`src/rtl/clkdiv_pkg.sv`:
```
// Shared definitions for the tick scheduler.
//   CD_CW        default divisor/counter width
//   CD_NCH       default number of tick channels
//   CD_DEF_DIVn  reset divisors for channels 0..3 (100 MHz master clock)
//   state_t      scheduler state encoding (ST_IDLE, ST_RUN, ST_PAUSED)
package clkdiv_pkg;

  localparam int CD_CW  = 32;
  localparam int CD_NCH = 4;

  localparam logic [CD_CW-1:0] CD_DEF_DIV0 = 32'd4;          // 25 MHz pixel enable
  localparam logic [CD_CW-1:0] CD_DEF_DIV1 = 32'd262144;     // ~381 Hz segment scan
  localparam logic [CD_CW-1:0] CD_DEF_DIV2 = 32'd200000;     // 500 Hz game tick
  localparam logic [CD_CW-1:0] CD_DEF_DIV3 = 32'd100000000;  // 1 Hz score tick

  typedef logic [1:0] state_t;

  localparam state_t ST_IDLE   = 2'd0;
  localparam state_t ST_RUN    = 2'd1;
  localparam state_t ST_PAUSED = 2'd2;

endpackage

```
`src/rtl/tick_channel.sv`:
```
// One tick channel: counter, divisor register, wrap detect and registered tick.
// Ports:
//   clk_i, clr_n_i  clock, async active-low reset (div returns to DEF_DIV)
//   en_i            count this cycle
//   clr_i           force counter to 0 and suppress the tick (idle/stop/resync)
//   apply_i         load apply_div_i into the divisor register
//   apply_div_i     divisor value to load
//   wrap_o          counter sits on its last value (div-1)
//   tick_o          one-cycle strobe, the cycle after a counted wrap
module tick_channel #(
  parameter int             CW      = 32,
  parameter logic [CW-1:0]  DEF_DIV = CW'(1)
) (
  input  logic          clk_i,
  input  logic          clr_n_i,
  input  logic          en_i,
  input  logic          clr_i,
  input  logic          apply_i,
  input  logic [CW-1:0] apply_div_i,
  output logic          wrap_o,
  output logic          tick_o
);

  logic [CW-1:0] cnt_q, cnt_d;
  logic [CW-1:0] div_q, div_d;
  logic [CW-1:0] last;
  logic          tick_q, tick_d;

  // A zero divisor behaves like one: wrap every counted cycle.
  assign last   = (div_q == '0) ? '0 : div_q - CW'(1);
  assign wrap_o = (cnt_q == last);

  always_comb begin
    cnt_d = cnt_q;
    if (clr_i) begin
      cnt_d = '0;
    end else if (en_i) begin
      cnt_d = wrap_o ? '0 : cnt_q + CW'(1);
    end
  end

  assign tick_d = en_i & wrap_o & ~clr_i;
  assign div_d  = apply_i ? apply_div_i : div_q;

  always_ff @(posedge clk_i or negedge clr_n_i) begin
    if (!clr_n_i) begin
      cnt_q  <= '0;
      div_q  <= DEF_DIV;
      tick_q <= 1'b0;
    end else begin
      cnt_q  <= cnt_d;
      div_q  <= div_d;
      tick_q <= tick_d;
    end
  end

  assign tick_o = tick_q;

endmodule

```
`src/rtl/tick_scheduler.sv`:
```
// Multi-channel clock-enable scheduler with run/pause/stop sequencing and a
// single-slot divisor write port. Optional macro TICK_RESYNC_EN adds resync_i.
// Ports:
//   clk_i        master clock (100 MHz)
//   clr_n_i      async active-low reset
//   start_i      IDLE->RUN, PAUSED->RUN
//   pause_i      RUN->PAUSED
//   stop_i       any state -> IDLE, counters cleared
//   cfg_valid_i  divisor write request; transfer when cfg_valid_i & cfg_ready_o
//   cfg_ready_o  write slot free
//   cfg_ch_i     target channel (>= NCH accepted and dropped)
//   cfg_div_i    new divisor
//   tick_o       one-cycle strobes, registered
//   running_o    high while in RUN
//   resync_i     (TICK_RESYNC_EN only) zero all counters while running
//
// state      | meaning
// ST_IDLE    | counters held at 0, no ticks, pending write applied at once
// ST_RUN     | counters advance, ticks on wrap, pending write applied at wrap
// ST_PAUSED  | counters frozen, no ticks, pending write held
module tick_scheduler
  import clkdiv_pkg::*;
#(
  parameter int            NCH      = CD_NCH,
  parameter int            CW       = CD_CW,
  parameter logic [CW-1:0] DEF_DIV0 = CD_DEF_DIV0,
  parameter logic [CW-1:0] DEF_DIV1 = CD_DEF_DIV1,
  parameter logic [CW-1:0] DEF_DIV2 = CD_DEF_DIV2,
  parameter logic [CW-1:0] DEF_DIV3 = CD_DEF_DIV3
) (
  input  logic           clk_i,
  input  logic           clr_n_i,
  input  logic           start_i,
  input  logic           pause_i,
  input  logic           stop_i,
  input  logic           cfg_valid_i,
  output logic           cfg_ready_o,
  input  logic [1:0]     cfg_ch_i,
  input  logic [CW-1:0]  cfg_div_i,
  output logic [NCH-1:0] tick_o,
  output logic           running_o
`ifdef TICK_RESYNC_EN
  ,input logic           resync_i
`endif
);

  localparam logic [4*CW-1:0] DEF_PACK = {DEF_DIV3, DEF_DIV2, DEF_DIV1, DEF_DIV0};

  state_t        st_q, st_d;
  logic          pend_q, pend_d;
  logic [1:0]    pch_q, pch_d;
  logic [CW-1:0] pdiv_q, pdiv_d;

  logic           resync;
  logic           run_en;
  logic           clr_cnt;
  logic [NCH-1:0] wrap;
  logic [NCH-1:0] apply;

`ifdef TICK_RESYNC_EN
  assign resync = resync_i;
`else
  assign resync = 1'b0;
`endif

  // The cycle that samples pause or stop no longer counts, so a paused
  // scheduler never emits a tick and resumes exactly where it stopped.
  assign run_en  = (st_q == ST_RUN) && !stop_i && !pause_i;
  assign clr_cnt = (st_q == ST_IDLE) || stop_i || (run_en && resync);

  always_comb begin
    st_d = st_q;
    if (stop_i) begin
      st_d = ST_IDLE;
    end else if (pause_i) begin
      if (st_q == ST_RUN) st_d = ST_PAUSED;
    end else if (start_i) begin
      if (st_q == ST_IDLE || st_q == ST_PAUSED) st_d = ST_RUN;
    end
    if (st_q != ST_IDLE && st_q != ST_RUN && st_q != ST_PAUSED) st_d = ST_IDLE;
  end

  always_comb begin
    pend_d = pend_q;
    pch_d  = pch_q;
    pdiv_d = pdiv_q;
    if (|apply) pend_d = 1'b0;
    if (cfg_valid_i && !pend_q && (int'(cfg_ch_i) < NCH)) begin
      pend_d = 1'b1;
      pch_d  = cfg_ch_i;
      pdiv_d = cfg_div_i;
    end
  end

  always_ff @(posedge clk_i or negedge clr_n_i) begin
    if (!clr_n_i) begin
      st_q   <= ST_IDLE;
      pend_q <= 1'b0;
      pch_q  <= '0;
      pdiv_q <= '0;
    end else begin
      st_q   <= st_d;
      pend_q <= pend_d;
      pch_q  <= pch_d;
      pdiv_q <= pdiv_d;
    end
  end

  for (genvar i = 0; i < NCH; i++) begin : g_ch
    // Outside IDLE the new divisor waits for this channel's own wrap so the
    // period in flight finishes with the old value.
    assign apply[i] = pend_q && (pch_q == 2'(i)) &&
                      ((st_q == ST_IDLE) || (run_en && wrap[i]));

    tick_channel #(
      .CW      (CW),
      .DEF_DIV (DEF_PACK[i*CW +: CW])
    ) u_ch (
      .clk_i       (clk_i),
      .clr_n_i     (clr_n_i),
      .en_i        (run_en),
      .clr_i       (clr_cnt),
      .apply_i     (apply[i]),
      .apply_div_i (pdiv_q),
      .wrap_o      (wrap[i]),
      .tick_o      (tick_o[i])
    );
  end

  assign running_o   = (st_q == ST_RUN);
  assign cfg_ready_o = ~pend_q;

endmodule

```
`config.mk`:
```
export PLATFORM = sky130hd
export DESIGN_NAME = tick_scheduler
export DESIGN_NICKNAME = d
export VERILOG_FILES = /design/src/rtl/clkdiv_pkg.sv /design/src/rtl/tick_channel.sv /design/src/rtl/tick_scheduler.sv
export SDC_FILE = /design/constraint.sdc
export NUM_CORES = 1
export LEC_CHECK = 0
export CAP_MARGIN = 20
export CORE_UTILIZATION = 45
export CTS_CLUSTER_DIAMETER = 100
export DETAILED_ROUTE_END_ITERATION = 12
export PLACE_DENSITY_LB_ADDON = 0.15
export SYNTH_ARGS = -nofsm -noshare
export SYNTH_HDL_FRONTEND = slang
export SYNTH_HIERARCHICAL = 1
export SYNTH_SLANG_ARGS = --single-unit
```
`constraint.sdc`:
```
create_clock -name clk_i -period 5 [get_ports clk_i]
set_input_delay 1.5 -clock clk_i [delete_from_list [all_inputs] [get_ports clk_i]]
set_output_delay 1.5 -clock clk_i [all_outputs]
set_load 0.02 [all_outputs]
```
==> run metrics, run 1 <==
Initial DRT Pass Iterations 6; Clock Latency Late Sink 0.56 ns; post-place setup slack 0.226 ns; CTS tree done; final design utilization 50.2%; Die H 219 µm; register bit total from synthesis 297; final worst slack 0.283 ns; vias in the first global route 16300; Post-synth EDFFs 0; Slew @ Worst Pin 0.826 ns; most common library cells after synthesis 277 x dfrtp_1, 154 x nand2_1, 131 x mux2_2, 128 x xor2_1, 114 x nor2_1; Total GRT Usage 25.7%; part of the cycle the worst path needs 94.3%; Die X 219 µm; Highest Clock Rate 212 MHz; Post-CTS Hold Buffers 0; I/O Pins 46; Worst Reg2Reg Path Length in Cells 12; vias per cell 6.12; I/O Buffers 45; Pins Over Slew Limit 0; RSZ-0062 raised after global routing false; initial antenna violation count 0; Tightest Hold Check Type flip-flop to flip-flop; gpl congestion 0.930; Design Area, Final 23300 µm²; starting density of the core 45.5%; dpl cell area 22100 µm²; DP HPWL 44800 µm; count leader, synth dfrtp_1; Peak VDD IR 257 µV; fillers 4352; status complete, no violations; clock sink total 297; routed len/inst 21.8 µm; Top FF cell, synth dfrtp_1; kind of critical path flip-flop to flip-flop; most area-consuming cells after synthesis dfrtp_1 33%, mux2_2 7.0%, xor2_1 5.3%, xnor2_1 4.7%, a211oi_2 4.6%; LEAKAGE 8.40 nW; Yosys top cell area share 32.8%; Residual DRC 0; layout cell share with drive strength beyond 1 24.2%; first-pass GRT wire length 95700 µm; Avg Synthesized Cell Area 9.98 µm²; row count 79; Clock Skews 0.0170 ns; area grow syn2layout 10.3%; Net Count, Synth 2168; root buffer cell clkbuf_16; Post-Route WL 60500 µm; Max clock buf depth 3; Antenna Nets Post-Route 0; Final Setup Violations 0; Yosys cell types 107; Final min period 4.72 ns; # nets final 2184; largest net degree at the start of global routing 94; Max transition margin 45.0%; core area 46500 µm²; WHS 0.610 ns; WHS Path Cells 2; Synth warnings 6; Synth Cell Area 21200 µm²; MaxCap Viol Count 0; PD cells 455 nW/µm²; H-tree Lvls 2; Layout Cells excl Fill 2771; Worst-path clk slew 0.06 ns; Arr. time, crit path 5.15 ns; final global-route overflow total 0; power after layout 10.6 mW; Yosys top cell by area dfrtp_1; Starting DRT DRC Count 1478; ys async rst share 100%; worst-path maximum fanout 34; startpoint types flip-flop; CP endpoint kind flip-flop; area of the die 47900 µm²; post-synthesis sequential area ratio 35.2%; Placed Cells 2706; Fin. Hold Viols 0; via count 17000; Gate Count Post-Synth 2120; worst path required time 5.43 ns; total negative setup slack 0 ns; Num CTS Buffers 35
-- layout make-up --
| cell class | instances | area [µm²] | area share, % |
|---|---|---|---|
| Inverter | 51 | 191 | 0.820 |
| Timing Repair Buffer | 113 | 1090 | 4.68 |
| Multi-Input combinational cell | 1638 | 12700 | 54.2 |
| Sequential cell | 297 | 7460 | 32.0 |
| Clock buffer | 51 | 987 | 4.23 |
| Antenna cell | 1 | 2.50 | 0.0107 |
| Clock inverter | 13 | 193 | 0.826 |
| Tap cell | 607 | 759 | 3.25 |
-- what timing repair did --
| item | CTS | global route |
|---|---|---|
| resized for setup | 0 | 2 |
| setup buffers | 0 | 0 |
| hold endpoints to repair | 0 | 0 |
| setup endpoints to repair | 0 | 39 |
-- registers in the layout (all words and copies together) (netlist names) --
signal	count
pend_q	1
pch_q	2
g_ch.u_ch/cnt_q	128
g_ch.u_ch/tick_o	4
pdiv_q	32
st_q	2
g_ch.u_ch/div_q	128
-- critical path, stage by stage (launching register included) --
cell,delay (ns)
dfrtp_1,0.47
nor3_1,0.42
nand4b_1,0.41
or4_1,0.67
xor2_1,0.21
a221o_1,0.31
nor4_1,0.29
o2111ai_1,0.18
nor3_1,0.40
nand2_1,0.12
a2111oi_2,0.48
buf_12,0.26
mux2_2,0.35
-- placed cells by master (no fill, tap or decap), types with 10 or more instances in the layout --
master / count
xor2_1: 128
and4_1: 12
nor4_1: 81
and3_1: 29
a211oi_2: 78
o2111ai_1: 11
nor2b_1: 13
nand3_1: 82
nand2_1: 154
nor2_1: 114
buf_4: 58
mux2_2: 131
a21oi_1: 67
or4_1: 49
nand2b_1: 17
xnor2_1: 113
clkdlybuf4s50_1: 44
buf_12: 10
nor2_2: 30
clkbuf_16: 36
or2_2: 18
or4_4: 11
nand4_1: 47
mux2i_1: 15
or3_1: 18
dfrtp_1: 277
mux2_4: 27
o21ai_0: 39
nand4b_1: 10
nor4b_1: 14
o31ai_1: 14
inv_1: 51
nor3_1: 57
clkbuf_1: 12
dfstp_2: 20
-- routing by layer --
metal | vias up | GRT usage, % | share of wire, %
met4 | 0 | 8.91 | 3.0
met3 | 92 | 2.95 | 4.5
li1 | 7959 | - | -
met2 | 484 | 39.8 | 45
met1 | 8422 | 37.0 | 47
met5 | - | 0 | 0
-- power breakdown --
group / switching [mW] / internal [mW]
combinational: 1.86 / 1.85
clock: 1.06 / 1.59
sequential: 1.22 / 3.04
total: 4.14 / 6.48
-- cells by family after synthesis --
kind of cell / synth area share (%)
adders and majority gates: 0.473
and+or+nand+nor: 23.6
muxes: 9.97
AOI/OAI and AO/OA: 14.6
DFF: 35.2
buffers and inverters: 5.31
xor gates and xnor gates: 10.8
-- worst paths after layout --
path | endpoint | slack, ns | startpoint
setup / recovery | g_ch[0].u_ch/div_q[29] | 0.28 | g_ch[0].u_ch/div_q[9]
hold / removal | g_ch[3].u_ch/cnt_q[1] | 0.61 | g_ch[3].u_ch/cnt_q[1]
setup reg to reg | g_ch[0].u_ch/div_q[29] | 0.28 | g_ch[0].u_ch/div_q[9]
hold reg to reg | g_ch[3].u_ch/cnt_q[1] | 0.61 | g_ch[3].u_ch/cnt_q[1]
max in group asynchronous | g_ch[3].u_ch/div_q[8] | 2.97 | clr_n_i
min in group asynchronous | g_ch[1].u_ch/cnt_q[22] | 0.89 | clr_n_i
No activity file was read; power rests on OpenSTA's default activity.
==> run 2, diff against run 1 <==
- SKIP_LAST_GASP: unset -> 1
- TNS_END_PERCENT: unset -> 20
==> run 2 against run 1 <==
Sequential share of layout area hardly changed. Highest routed layer unchanged. Largest power group unchanged. Combinational power hardly changed. Total power hardly changed. Clock-buffer cell count stayed put. Design area hardly changed. Worst setup slack worse by 0.085 ns. Die area stayed put. Routed wire length hardly changed.
==> run metrics, run 2 (synthesized netlist as in run 1, its figures left out) <==
status complete, no violations; Clock Skews 0.0196 ns (+0.00253 ns); Design Area, Final 23300 µm² (about the same); row count 79 (unchanged); Highest Clock Rate 208 MHz (-1.8%); part of the cycle the worst path needs 96.0% (+1.7 points); final worst slack 0.199 ns (-0.0847 ns); worst path required time 5.43 ns (about the same); PD cells 455 nW/µm² (about the same); CP endpoint kind flip-flop; Tightest Hold Check Type flip-flop to flip-flop; root buffer cell clkbuf_16; WHS Path Cells 2 (unchanged); vias in the first global route 16300 (unchanged); met1 wire length 28400 µm (-0.53%); Final Setup Violations 0 (unchanged); vias per cell 6.11 (-0.23%); Post-CTS Hold Buffers 0 (unchanged); Pins Over Slew Limit 0 (unchanged); Arr. time, crit path 5.23 ns (+0.08 ns); slowest stage delay, CP 0.55 ns (-0.12 ns); Max clock buf depth 3 (unchanged); Antenna Diode Count 0 (-1); cells along the critical path inv_1 -> ha_1 -> or3b_2 -> or3_1 -> and3_1 -> a2111oi_4 -> o2111ai_1 -> nor3_1 -> nand2_1 -> nor4_1 -> buf_4 -> nand2_1 -> a211oi_4 -> buf_12 -> mux2_2; post-place setup slack 0.226 ns (unchanged); final global-route overflow total 0 (unchanged); layout cell share with drive strength beyond 1 24.1% (-0.046 points); commonest non-fill, non-tap cell in the layout dfrtp_1; CP max stage cell or3b_2; RSZ-0062 raised after global routing true; area of the die 47900 µm² (unchanged); Fin. Hold Viols 0 (unchanged); clock sink total 297 (unchanged); critical path's most frequent cell nand2_1; met2 WL 27300 µm (-0.78%); Peak VDD IR 257 µV (-0.13%); first-pass GRT wire length 95700 µm (unchanged); kind of critical path flip-flop to flip-flop; CTS tree done; # nets final 2184 (unchanged); Crit path depth 15 (+3); Top delay family on crit path simple AND/OR/NAND/NOR gates; WHS 0.607 ns (-0.00321 ns); initial antenna violation count 0 (unchanged); I/O Buffers 45 (unchanged); Clock Latency Late Sink 0.57 ns (about the same); routed len/inst 21.8 µm (about the same); Num CTS Buffers 35 (unchanged); Residual DRC 0 (unchanged); area grow syn2layout 10.3% (about the same); Die X 219 µm (unchanged); Worst Reg2Reg Path Length in Cells 15 (+3); Final min period 4.80 ns (+0.0847 ns); LEAKAGE 8.40 nW (about the same); Largest regs g_ch.u_ch/cnt_q (128), g_ch.u_ch/div_q (128), pdiv_q (32); startpoint types flip-flop; Initial DRT Pass Iterations 6 (unchanged); starting density of the core 45.5% (unchanged); highest-count cells in the layout ignoring fill and taps 277 x dfrtp_1, 154 x nand2_1, 131 x mux2_2, 128 x xor2_1, 114 x nor2_1; Slew @ Worst Pin 0.811 ns (-0.0143 ns); MaxCap Viol Count 0 (unchanged); I/O Pins 46 (unchanged); worst-path maximum fanout 37 (+8.8%); core area 46500 µm² (unchanged); gpl congestion 0.930 (unchanged); Total GRT Usage 25.7% (unchanged); dpl cell area 22100 µm² (unchanged); Post-Route WL 60500 µm (about the same); H-tree Lvls 2 (unchanged); largest net degree at the start of global routing 94 (unchanged); Max transition margin 45.9% (+0.95 points); Die H 219 µm (unchanged); top layer in use met4; Antenna Nets Post-Route 0 (unchanged); met3 WL post-DR 2910 µm (+6.8%); Starting DRT DRC Count 1418 (-4.1%); DP HPWL 44800 µm (unchanged); Worst-path clk slew 0.06 ns (about the same); Buf/Inv on CP 3 (+2); via count 16900 (-0.27%)
==> run 2: cell count changes in the layout (fill, tap and decap cells not counted) <==
cell     delta
nor4_1      +1
diode_2     -1
nor4_2      -1
==> run 2: what timing repair did <==
action                     in CTS  in global routing
resized for setup               0                  1
hold endpoints to repair        0                  0
setup endpoints to repair       0                 39
setup buffers                   0                  0
==> run 2: worst register-to-register path: cells and delay by family (launching register included) <==
kind / cells / cell delay [ns]
AOI/OAI and AO/OA: 3 / 0.88
adders and majority gates: 1 / 0.28
buffers and inverters: 3 / 0.58
DFF: 1 / 0.43
muxes: 1 / 0.37
and+or+nand+nor: 7 / 2.14
==> run 2: final cells by class <==
cell class / count / area [µm²]
repair buffers: 113 / 1090
multi-input cells: 1638 / 12600
inverters: 51 / 191
clock inverters: 13 / 193
flip-flops and latches: 297 / 7460
well taps: 607 / 759
fillers: 4352 / 23100
clock buffers: 51 / 987
==> run 2: per-layer routing <==
| layer | track usage (%) | up-vias |
|---|---|---|
| met4 | 8.91 | 0 |
| met5 | 0 | - |
| met2 | 39.8 | 508 |
| met1 | 37.0 | 8339 |
| li1 | - | 7961 |
| met3 | 2.95 | 104 |
==> run 2: metrics by stage <==
| step | power, mW | setup TNS [ns] | std cells | utilization (%) |
|---|---|---|---|---|
| floorplan | 6.72 | 0 | 2120 | - |
| global placement | 7.86 | 0 | 2706 | 47.7 |
| detailed placement | 7.93 | 0 | 2706 | 47.7 |
| CTS | 10.7 | 0 | 2770 | 50.2 |
| global route | 11.2 | -0.0578 | 2770 | 50.2 |
| finish | 10.6 | 0 | 2770 | 50.2 |
==> run 2: worst paths after layout <==
path                                       start                endpoint  slack (ns)
max                        g_ch[3].u_ch/div_q[0]   g_ch[3].u_ch/div_q[4]        0.20
min                        g_ch[3].u_ch/cnt_q[1]   g_ch[3].u_ch/cnt_q[1]        0.61
max reg2reg                g_ch[3].u_ch/div_q[0]   g_ch[3].u_ch/div_q[4]        0.20
min reg2reg                g_ch[3].u_ch/cnt_q[1]   g_ch[3].u_ch/cnt_q[1]        0.61
max in group asynchronous                clr_n_i   g_ch[3].u_ch/div_q[8]        2.97
min in group asynchronous                clr_n_i  g_ch[1].u_ch/cnt_q[22]        0.90
==> run 2: power by group <==
group / switching (mW) / leakage (nW) / internal (mW)
clock network: 1.06 / 0.568 / 1.59
registers: 1.22 / 3.79 / 3.04
logic: 1.86 / 4.05 / 1.85
